<file path="config.mk">
export PLATFORM = sky130hd
export DESIGN_NAME = pipeline_hazard_ctrl
export DESIGN_NICKNAME = d
export VERILOG_FILES = /design/src/rtl/pipeline_hazard_ctrl.sv
export SDC_FILE = /design/constraint.sdc
export NUM_CORES = 1
export LEC_CHECK = 0
export ABC_CLOCK_PERIOD_IN_PS = 2300
export CAP_MARGIN = 30
export CORE_MARGIN = 2
export CORE_UTILIZATION = 39
export CTS_CLUSTER_DIAMETER = 40
export DETAILED_ROUTE_END_ITERATION = 7
export PLACE_DENSITY_LB_ADDON = 0.1
export SETUP_SLACK_MARGIN = 0.15
export SLEW_MARGIN = 20
export SYNTH_ARGS = -nofsm -noshare
export SYNTH_HDL_FRONTEND = slang
export SYNTH_SLANG_ARGS = --single-unit
</file>
<file path="constraint.sdc">
create_clock -name clk -period 2.3 [get_ports clk]
set_input_delay 0.46 -clock clk [delete_from_list [all_inputs] [get_ports clk]]
set_output_delay 0.46 -clock clk [all_outputs]
set_load 0.03 [all_outputs]
</file>
<file path="src/rtl/pipeline_hazard_ctrl.sv">
// pipeline_hazard_ctrl: stall/flush/bubble sequencer for the 5-stage pipeline registers and PC.
// Optional perf counters enabled by macro HAZARD_PERF_CNT_EN. Rev 1.0
`default_nettype none

module pipeline_hazard_ctrl #(
  parameter int REG_W          = 5,
  parameter int BRANCH_PENALTY = 1,
  parameter int MEM_TIMEOUT    = 15
) (
  input  logic             clk,
  input  logic             rst_n,
  input  logic [REG_W-1:0] id_rs,
  input  logic [REG_W-1:0] id_rt,
  input  logic             id_uses_rs,
  input  logic             id_uses_rt,
  input  logic             ex_mem_read,
  input  logic [REG_W-1:0] ex_rt,
  input  logic             ex_branch_taken,
  input  logic             mem_req,
  input  logic             mem_ready,
  output logic             pc_we,
  output logic             if_id_we,
  output logic             if_id_flush,
  output logic             id_ex_bubble,
  output logic             pipe_freeze,
  output logic             mem_timeout
`ifdef HAZARD_PERF_CNT_EN
  ,
  output logic [31:0]      stall_cycles,
  output logic [31:0]      flush_cycles
`endif
);

  typedef enum logic [0:0] {
    RUN   = 1'b0,
    FLUSH = 1'b1
  } state_t;

  localparam bit         MULTI_FLUSH = (BRANCH_PENALTY > 1);
  localparam logic [1:0] FLUSH_INIT  = 2'(BRANCH_PENALTY - 1);
  localparam logic [7:0] WAIT_MAX    = 8'(MEM_TIMEOUT);

  state_t     state;
  logic [1:0] flush_cnt;
  logic [7:0] wait_cnt;

  logic       mem_stall;
  logic       lu;
  logic       lu_stall;
  logic [7:0] wait_next;

  assign mem_stall = mem_req && !mem_ready;
  assign lu = ex_mem_read && (ex_rt != '0) &&
              ((id_uses_rs && (id_rs == ex_rt)) || (id_uses_rt && (id_rt == ex_rt)));
  // A load-use only stalls when nothing of higher priority owns the cycle.
  assign lu_stall  = !mem_stall && (state == RUN) && !ex_branch_taken && lu;
  assign wait_next = (wait_cnt == WAIT_MAX) ? wait_cnt : wait_cnt + 8'd1;

  always_comb begin
    pc_we        = 1'b1;
    if_id_we     = 1'b1;
    if_id_flush  = 1'b0;
    id_ex_bubble = 1'b0;
    pipe_freeze  = 1'b0;
    if (!rst_n) begin
      pc_we        = 1'b0;
      if_id_we     = 1'b0;
      if_id_flush  = 1'b1;
      id_ex_bubble = 1'b1;
    end else if (mem_stall) begin
      pc_we       = 1'b0;
      if_id_we    = 1'b0;
      pipe_freeze = 1'b1;
    end else if ((state == FLUSH) || ex_branch_taken) begin
      if_id_flush  = 1'b1;
      id_ex_bubble = 1'b1;
    end else if (lu) begin
      pc_we        = 1'b0;
      if_id_we     = 1'b0;
      id_ex_bubble = 1'b1;
    end
  end

  always_ff @(posedge clk or negedge rst_n) begin
    if (!rst_n) begin
      state       <= RUN;
      flush_cnt   <= 2'd0;
      wait_cnt    <= 8'd0;
      mem_timeout <= 1'b0;
    end else if (mem_stall) begin
      wait_cnt <= wait_next;
      if (wait_next == WAIT_MAX) begin
        mem_timeout <= 1'b1;
      end
    end else begin
      wait_cnt <= 8'd0;
      case (state)
        RUN: begin
          if (ex_branch_taken && MULTI_FLUSH) begin
            state     <= FLUSH;
            flush_cnt <= FLUSH_INIT;
          end
        end
        FLUSH: begin
          flush_cnt <= flush_cnt - 2'd1;
          if (flush_cnt == 2'd1) begin
            state <= RUN;
          end
        end
        default: state <= RUN;
      endcase
    end
  end

`ifdef HAZARD_PERF_CNT_EN
  always_ff @(posedge clk or negedge rst_n) begin
    if (!rst_n) begin
      stall_cycles <= 32'd0;
      flush_cycles <= 32'd0;
    end else begin
      if ((mem_stall || lu_stall) && (stall_cycles != 32'hFFFF_FFFF)) begin
        stall_cycles <= stall_cycles + 32'd1;
      end
      if (if_id_flush && (flush_cycles != 32'hFFFF_FFFF)) begin
        flush_cycles <= flush_cycles + 32'd1;
      end
    end
  end
`else
  logic unused_lu_stall;
  assign unused_lu_stall = lu_stall;
`endif

endmodule

`default_nettype wire

</file>
==> flow_metrics.tcl <==
set metrics [dict create \
    status "complete, no violations" \
    pwr-share-comb_pct 23.2 \
    hold_viol 0 \
    synth_compound_area_share_pct 12.9 \
    whs_endpoint "mem_timeout" \
    layout-drive-gt1-share_pct 24.6 \
    antenna_found_initial 0 \
    cts_tree "built" \
    critPathLaunchType "input port" \
    cellLeakagePower_nw 0.494 \
    arrival_ns 1.63 \
    htreeDepth 1 \
    yosys_warnings 0 \
    start_util_pct 40.5 \
    hpwl_mm 1.45 \
    reg2reg_to "mem_timeout" \
    synth_edf_count 0 \
    crit_path_max_incr_delay_ns 0.31 \
    drv_slew 0 \
    path_clk_slew_ns 0.06 \
    worst_path_max_delay_cell "o211a_2" \
    cp-end-kind "primary output" \
    drt_iter0_drc 5 \
    diodes 0 \
    multiInputGateArea_um2 462 \
    regArea_um2 300 \
    finalNonFillerCells 141 \
    io_pins 29 \
    period_share_pct 90.7 \
    synth-xor-area-share_pct 15.8 \
    cp.required_ns 1.84 \
    min_period_ns 2.09 \
    synth_cell_types 36 \
    crit_type "in -> out" \
    min_delay_path_depth 1 \
    routed_via_density 4.89 \
    avgSynthCellArea_um2 9.61 \
    cts_hold_buf 0 \
    io_buffers 28 \
    cts.path.max_buffers 2 \
    power_density_nw_per_um2 400 \
    drt_wl_total_mm 1.69 \
    reg2reg_from "wait_cnt[0]" \
    layout_common_cells "dfrtp_1 (12), xor2_1 (10), clkdlybuf4s50_1 (9)" \
    ys_seq_area_share_pct 38.6 \
    die_w_um 48.7 \
    ctsRootBufferMaster "clkbuf_4" \
    drc 0 \
    rrSetupSlack_ns 0.51 \
    worstSkewPairLatency_ns 0.27 \
    hold_path.startpoint "mem_timeout" \
    rows 16 \
    tightest_slew_ns 0.318 \
    fp.dieArea_um2 2370 \
    fin_total_pwr_uw 439 \
    grt_first_pass_wirelength_mm 2.95 \
    grt_max_degree 13 \
    ant_nets 0 \
    p_int_uw 329 \
    drtPass1Iterations 4 \
    dp.cells 138 \
    netlist.area_leader.share_pct 38.6 \
    pwr-share-seq_pct 49.0 \
    routedWlPerCell_um 12.0 \
    grt_usage_pct 15.7 \
    yosys-top-cells-area "dfrtp_1 (39%), xor2_1 (11%), xnor2_1 (4.5%), nor2_1 (3.9%), a21oi_1 (3.2%)" \
    clkPwrFrac_pct 27.8 \
    yosysTopAreaCell "dfrtp_1" \
    gp_congestion 0.820 \
    switching_share_pct 25.2 \
    rsz0062_at_grt "false" \
    synthFlopType "dfrtp_1" \
    cts.sinks 12 \
    die_h_um 48.7 \
    core_area_um2 1920 \
    p_switching_uw 111 \
    overflow 0 \
    finalSetupTns_ns 0 \
    synthMuxAreaShare_pct 4.02 \
    min_path_type "reg -> reg" \
    cts_buffers 3 \
    post_cts_buffers 0 \
    max-vdd-ir-drop_v 0.000281 \
    vias 690 \
    maxCapViolCount 0 \
    clock.fmax_mhz 479 \
    syn_area_um2 778 \
    setup_violations 0 \
    grt_pass1_vias 679 \
    fin_util_pct 57.2 \
    synth_top_family_by_area "simple AND/OR/NAND/NOR gates" \
    skew_ns 0.00599 \
    reg2reg_depth 5 \
    synth_fp_nets 106 \
    final_common_cell "dfrtp_1" \
    slew_headroom_pct 78.7 \
    synth-adder-area-share_pct 3.22 \
    num-nets-final 141 \
    async_reset_ff_share_pct 100 \
    cp_max_fo 2 \
    synth-seq-cells 12 \
    synth_cells 81 \
    path_cells "dlygate4sd2_1 > xor2_1 > nor4_2 > a32oi_1 > o211a_2 > buf_6" \
    yosys.area_share.simple_pct 22.2 \
    final.fill_count 190 \
    area_growth_pct 41.2 \
]
-- layout make-up --
cell class	instances	share of cell area, %
Inverter	1	0.342
Clock buffer	3	2.05
Sequential cell	12	27.3
Multi-Input combinational cell	65	42.0
Timing Repair Buffer	33	25.2
Tap cell	27	3.08
-- per-layer routing --
metal	vias up	wire, um	track usage (%)
li1	356	-	-
met5	-	0	0
met3	3	49	3.09
met2	14	905	29.7
met4	0	13	2.86
met1	317	723	18.4
-- worst max-delay path: cells and delay by family --
family                    cells  cell delay [ns]
and+or+nand+nor               1             0.22
buffers and inverters         2             0.38
xor gates and xnor gates      1             0.15
AOI/OAI and AO/OA             2             0.42
-- timing repair --
| action | in CTS | in global routing |
|---|---|---|
| endpoints found under the setup margin | 3 | 3 |
| gates resized for setup | 32 | 14 |
| pin swaps | 7 | 10 |
-- logic make-up (layout without fill, tap and decap cells) --
| group | after synthesis | count (layout) |
|---|---|---|
| fa+ha+maj | 2 | 2 |
| buf+inv | 4 | 37 |
| compound gates | 15 | 15 |
| xor+xnor | 14 | 14 |
| simple gates | 31 | 31 |
| mux | 3 | 3 |
| flops | 12 | 12 |
-- cells in the mapped netlist (2+ instances only) --
cell type,n
dfrtp_1,12
xor2_1,10
nor2_1,8
a21oi_1,5
nand2_1,5
xnor2_1,4
ha_1,2
mux2i_1,2
nand2b_1,2
nor3_1,2
nor4_1,2
o211ai_1,2
o21ai_0,2
-- metrics by stage --
step | area (um2) | setup slack (ns) | hold WS [ns]
detailed placement | 1090 | -0.202 | 0.455
global route | 1100 | 0.152 | 0.502
finish | 1100 | 0.214 | 0.464
global placement | 1090 | -0.185 | 0.453
floorplan | 778 | 0.189 | 0.164
CTS | 1110 | 0.156 | 0.470
-- how the worst max path moves through the flow --
stage / startpoint / to / slack [ns] / depth (start not counted)
2_1_floorplan: ex_rt[1] / pc_we / 0.19 / 4
3_3_place_gp: ex_rt[2] / if_id_we / -0.18 / 5
3_5_place_dp: ex_rt[1] / if_id_we / -0.20 / 5
4_1_cts: ex_rt[1] / if_id_we / 0.16 / 6
5_1_grt: id_rt[4] / if_id_we / 0.15 / 6
6_report: id_rt[4] / pc_we / 0.21 / 6
-- registers in the layout, indices dropped and copies added, names as in the netlist --
| name | flops |
|---|---|
| mem_timeout | 1 |
| flush_cnt | 2 |
| wait_cnt | 8 |
| state | 1 |
-- power by group through the flow --
stage | combinational, mW | clock [mW] | sequential (mW)
finish | 0.102 | 0.122 | 0.215
global route | 0.111 | 0.142 | 0.215
CTS | 0.102 | 0.128 | 0.215
detailed placement | 0.107 | 0 | 0.219
global placement | 0.106 | 0 | 0.219
floorplan | 0.0416 | 0 | 0.219
Power figures use the tool's default switching activity.
==> variant 1 (same settings) <==
Put one more register stage on the output `mem_timeout`, without a reset. The value now appears one clock later. The other outputs are not delayed to match.
--- a/src/rtl/pipeline_hazard_ctrl.sv
+++ b/src/rtl/pipeline_hazard_ctrl.sv
@@ -41,2 +41,4 @@
   localparam logic [7:0] WAIT_MAX    = 8'(MEM_TIMEOUT);
+
+  logic mem_timeout_s0;
 
@@ -88,3 +90,3 @@
       wait_cnt    <= 8'd0;
-      mem_timeout <= 1'b0;
+      mem_timeout_s0 <= 1'b0;
     end else if (mem_stall) begin
@@ -92,3 +94,3 @@
       if (wait_next == WAIT_MAX) begin
-        mem_timeout <= 1'b1;
+        mem_timeout_s0 <= 1'b1;
       end
@@ -133,2 +135,6 @@
 
+  always_ff @(posedge clk) begin
+    mem_timeout <= mem_timeout_s0;
+  end
+
 endmodule
Behaviour: no difference found for any inputs over 10 cycles, from zero or initial values and one cycle with rst_n low; that may be too few to reach the edited logic, so the function may still have changed.
==> variant 1 against the original RTL <==
Sequential cell count up 1. Design area up 1.4%. Maximum frequency down 1.1%. Via count up 2.2%. Sequential power up 8%. Total power up 6.8%. Synthesized cell count up 1.2%. Largest power group unchanged. Clock power up 12%. Setup slack worse by 0.022 ns. Synthesized area up 2.6%. Global-route usage up 0.37 points. Non-clock buffer count up 1. Critical endpoint unchanged. Wire length up 7.1%.
==> variant 1: results <==
{
  "drt-initial-drc-count": 5,
  "dr.pass1.iters": 4,
  "finClkSkew_ns": 0.00176,
  "grt_max_degree": 11,
  "run_status": "complete, no violations",
  "drive_above_1_share": 0.239,
  "root_buffer": "clkbuf_4",
  "min_path_type": "register to register",
  "antenna_found_initial": 0,
  "slowest_delay_ns": 0.54,
  "dp_hpwl_mm": 1.46,
  "worst_path_max_delay_cell": "or4_4",
  "ir_drop_mv": 0.347,
  "fillCellCount": 171,
  "clk_path_buf_depth": 2,
  "num-nets-final": 143,
  "synth_warnings": 0,
  "io_buffers": 28,
  "critical_path_peak_fanout": 3,
  "arrival_ns": 1.65,
  "gp_congestion": 0.843,
  "grt_pass1_wl_mm": 2.98,
  "synthTopCellsByArea": "dfrtp_1 38%, xor2_1 11%, xnor2_1 4.4%",
  "vias": 705,
  "antenna_cells": 0,
  "p_leak_nw": 0.505,
  "syn_nets": 107,
  "tightest_slew_ns": 0.304,
  "synthArstFlopShare": 0.923,
  "wl_mm": 1.81,
  "globalRouteTotalUtil": 0.161,
  "clk_pin_slew_ns": 0.07,
  "yosysSeqAreaShare": 0.401,
  "clk_latency_ns": 0.27,
  "cts_buffers": 3,
  "ys_types": 37,
  "reg.largest.list": "wait_cnt x8, flush_cnt x2",
  "grt_pass1_vias": 675,
  "setup_viol": 0
}
variant 1: cell types whose count changed after synthesis:
cell and change:
dfxtp_1 +1
variant 1: power by group:
group / switching (mW) / internal (mW)
clock network: 0.0694 / 0.0671
logic: 0.0457 / 0.0544
registers: 0.00229 / 0.230
variant 1: repair_timing:
action                                  CTS  global route
pin swaps                                 6             8
endpoints found under the setup margin    3             2
gates resized for setup                  34             9
variant 1: final cells by class:
class | instances | area share
clock buffer | 4 | 0.0236
tap | 27 | 0.0303
sequential | 13 | 0.288
timing repair buffer | 34 | 0.246
inverter | 1 | 0.00337
multi-input combinational | 65 | 0.409
variant 1: per-layer routing:
layer  part of all wire  global-route usage  vias up  wire (um)
li1                   -                   -      361          -
met1               0.48               0.204      314        865
met2               0.45               0.268       26        815
met3              0.060              0.0337        4        108
met4              0.013              0.0571        0         23
met5                  0                   0        -          0
variant 1: cells by family after synthesis:
kind of cell / after synthesis / share of synthesized area
xor gates and xnor gates: 14 / 0.154
buffers and inverters: 4 / 0.0329
DFF: 13 / 0.401
and+or+nand+nor: 31 / 0.216
AOI/OAI and AO/OA: 15 / 0.125
adders and majority gates: 2 / 0.0313
muxes: 3 / 0.0392
variant 1: critical path, delay by kind of cell:
kind / cells / cell delay [ns]
buffers and inverters: 2 / 0.26
AO/OA/AOI/OAI: 2 / 0.39
AND/OR/NAND/NOR: 1 / 0.54
variant 1: final timing paths:
check,startpoint,to,slack (ns),cells after the start
worst max register to register,wait_cnt[0],mem_timeout_s0,0.47,5
worst min register to register,mem_timeout_s0,mem_timeout,0.40,0
worst min-delay path,mem_timeout_s0,mem_timeout,0.40,0
min in group asynchronous,rst_n,wait_cnt[7],0.60,2
max in group asynchronous,rst_n,wait_cnt[6],1.56,2
worst max-delay path,ex_rt[4],pc_we,0.19,5
variant 1: through the flow:
| stage | instances | power [mW] | cell area, um2 | setup slack, ns |
|---|---|---|---|---|
| detailed placement | 140 | 0.345 | 1120 | -0.214 |
| global placement | 140 | 0.344 | 1120 | -0.178 |
| CTS | 144 | 0.476 | 1130 | 0.156 |
| floorplan | 82 | 0.278 | 798 | 0.189 |
| global route | 144 | 0.491 | 1110 | 0.150 |
| finish | 144 | 0.469 | 1110 | 0.192 |
==> variant 2 (same flow settings) <==
Made on the original files. Set the parameter `MEM_TIMEOUT` to 8 (it was 15).
--- a/src/rtl/pipeline_hazard_ctrl.sv
+++ b/src/rtl/pipeline_hazard_ctrl.sv
@@ -7,3 +7,3 @@
   parameter int BRANCH_PENALTY = 1,
-  parameter int MEM_TIMEOUT    = 15
+  parameter int MEM_TIMEOUT    = 8
 ) (
Behaviour: not the same (a bounded check fails within 10 cycles, from zero or initial values and one cycle with rst_n low).
==> variant 2 against the original RTL <==
Clock power is 39% higher. Setup slack worse by 0.031 ns. Non-clock buffer count is 3 higher. Global-route usage is 3.8 points higher. Sequential share of layout area is 3.0 points lower. Combinational power is 14% higher. Synthesized area is 11% higher. Total power is 14% higher. Design area is 12% higher. Sequential cell count stayed put. Register-to-register slack worse by 0.26 ns. Wire length is 33% higher.
==> variant 2: results <==
{
  "yosysSeqAreaShare": 0.347,
  "crit_start": "ex_rt[3]",
  "run_status": "complete, no violations",
  "clk_share": 0.0294,
  "muxShareOfSynthArea": 0.0246,
  "fillCellCount": 206,
  "reg2reg_from": "wait_cnt[1]",
  "htreeDepth": 1,
  "hold_start": "mem_timeout",
  "clk_path_buf_depth": 2,
  "slowest_delay_ns": 0.31,
  "globalRouteTotalUtil": 0.196,
  "drive_above_1_share": 0.237,
  "grt_pass1_vias": 840,
  "grt_max_degree": 12,
  "critical_path_peak_fanout": 3,
  "synthTopCellsByArea": "dfrtp_1 35%, xor2_1 9.1%, xnor2_1 7.1%",
  "ys_top_cells_by_count": "12 x dfrtp_1, 9 x xor2_1, 8 x nor2_1, 7 x xnor2_1, 6 x nand2_1",
  "gp_congestion": 0.828,
  "min_path_type": "register to register",
  "hold_depth": 1,
  "syn_nets": 120,
  "instances_no_fill": 159,
  "dpl.cell_count": 155,
  "antenna_found_initial": 0,
  "nonClockInverterCount": 4,
  "wl_per_cell_um": 14.2,
  "bufAreaShareNonClock": 0.239,
  "ir_drop_mv": 0.272,
  "p_sw_frac": 0.261,
  "vias": 847,
  "power_frac_clock": 0.340,
  "seq_area_frac": 0.244,
  "worst_path_max_delay_cell": "nor4_2",
  "ys_types": 40,
  "drt-initial-drc-count": 22,
  "r2r_slack_ns": 0.25,
  "tightest_slew_ns": 0.349,
  "synth-xor-area-share": 0.162,
  "synth-adder-area-share": 0.0434,
  "multi_input_cells": 75,
  "p_leak_nw": 0.529,
  "io_buffers": 28,
  "synth_warnings": 0,
  "synth-compound-area-share": 0.169,
  "reg2reg_depth": 6,
  "synth_cells": 94,
  "multi_input_area_share": 0.448,
  "clk_pin_slew_ns": 0.08,
  "buffers": 36,
  "nClkBuffers": 4,
  "grt_pass1_wl_mm": 3.71,
  "arrival_ns": 1.66,
  "finClkSkew_ns": 0.00432,
  "dp_hpwl_mm": 1.75
}
==> variant 2: kinds of logic after synthesis <==
family | after synthesis
xor gates and xnor gates | 16
buffers and inverters | 7
muxes | 2
AOI/OAI and AO/OA | 19
adders and majority gates | 3
and+or+nand+nor | 35
DFF | 12
==> variant 2: path summary, 6_finish.rpt <==
check,endpoint
setup / recovery,pc_we
hold / removal,mem_timeout
setup reg to reg,mem_timeout
hold reg to reg,mem_timeout
max in group asynchronous,wait_cnt[6]
min in group asynchronous,wait_cnt[1]
==> variant 2: timing repair <==
action	in CTS	in global routing
pin swaps	8	10
gates resized for setup	34	13
setup endpoints to repair	3	3
==> variant 2: per-stage QoR <==
stage	util	cell area (um2)	setup slack (ns)	power (mW)	hold slack, ns
2_1_floorplan	-	865	0.189	0.266	0.164
3_3_place_gp	0.564	1210	-0.181	0.337	0.453
3_5_place_dp	0.564	1210	-0.227	0.339	0.462
4_1_cts	0.571	1230	0.156	0.504	0.485
5_1_grt	0.574	1230	0.134	0.531	0.502
6_report	0.574	1230	0.183	0.501	0.479
==> variant 2: routing by layer <==
| metal | global-route usage | up-vias | wire length (um) |
|---|---|---|---|
| li1 | - | 411 | - |
| met1 | 0.225 | 390 | 947 |
| met2 | 0.333 | 42 | 1050 |
| met3 | 0.0497 | 4 | 220 |
| met4 | 0.0991 | 0 | 30 |
| met5 | 0 | - | 0 |
==> variant 2: worst register-to-register path, delay by kind of cell, from the launching register on <==
family	cells	cell delay, ns
buffers and inverters	1	0.09
DFF	1	0.47
adders and majority gates	1	0.14
and+or+nand+nor	2	0.71
AOI/OAI and AO/OA	2	0.54
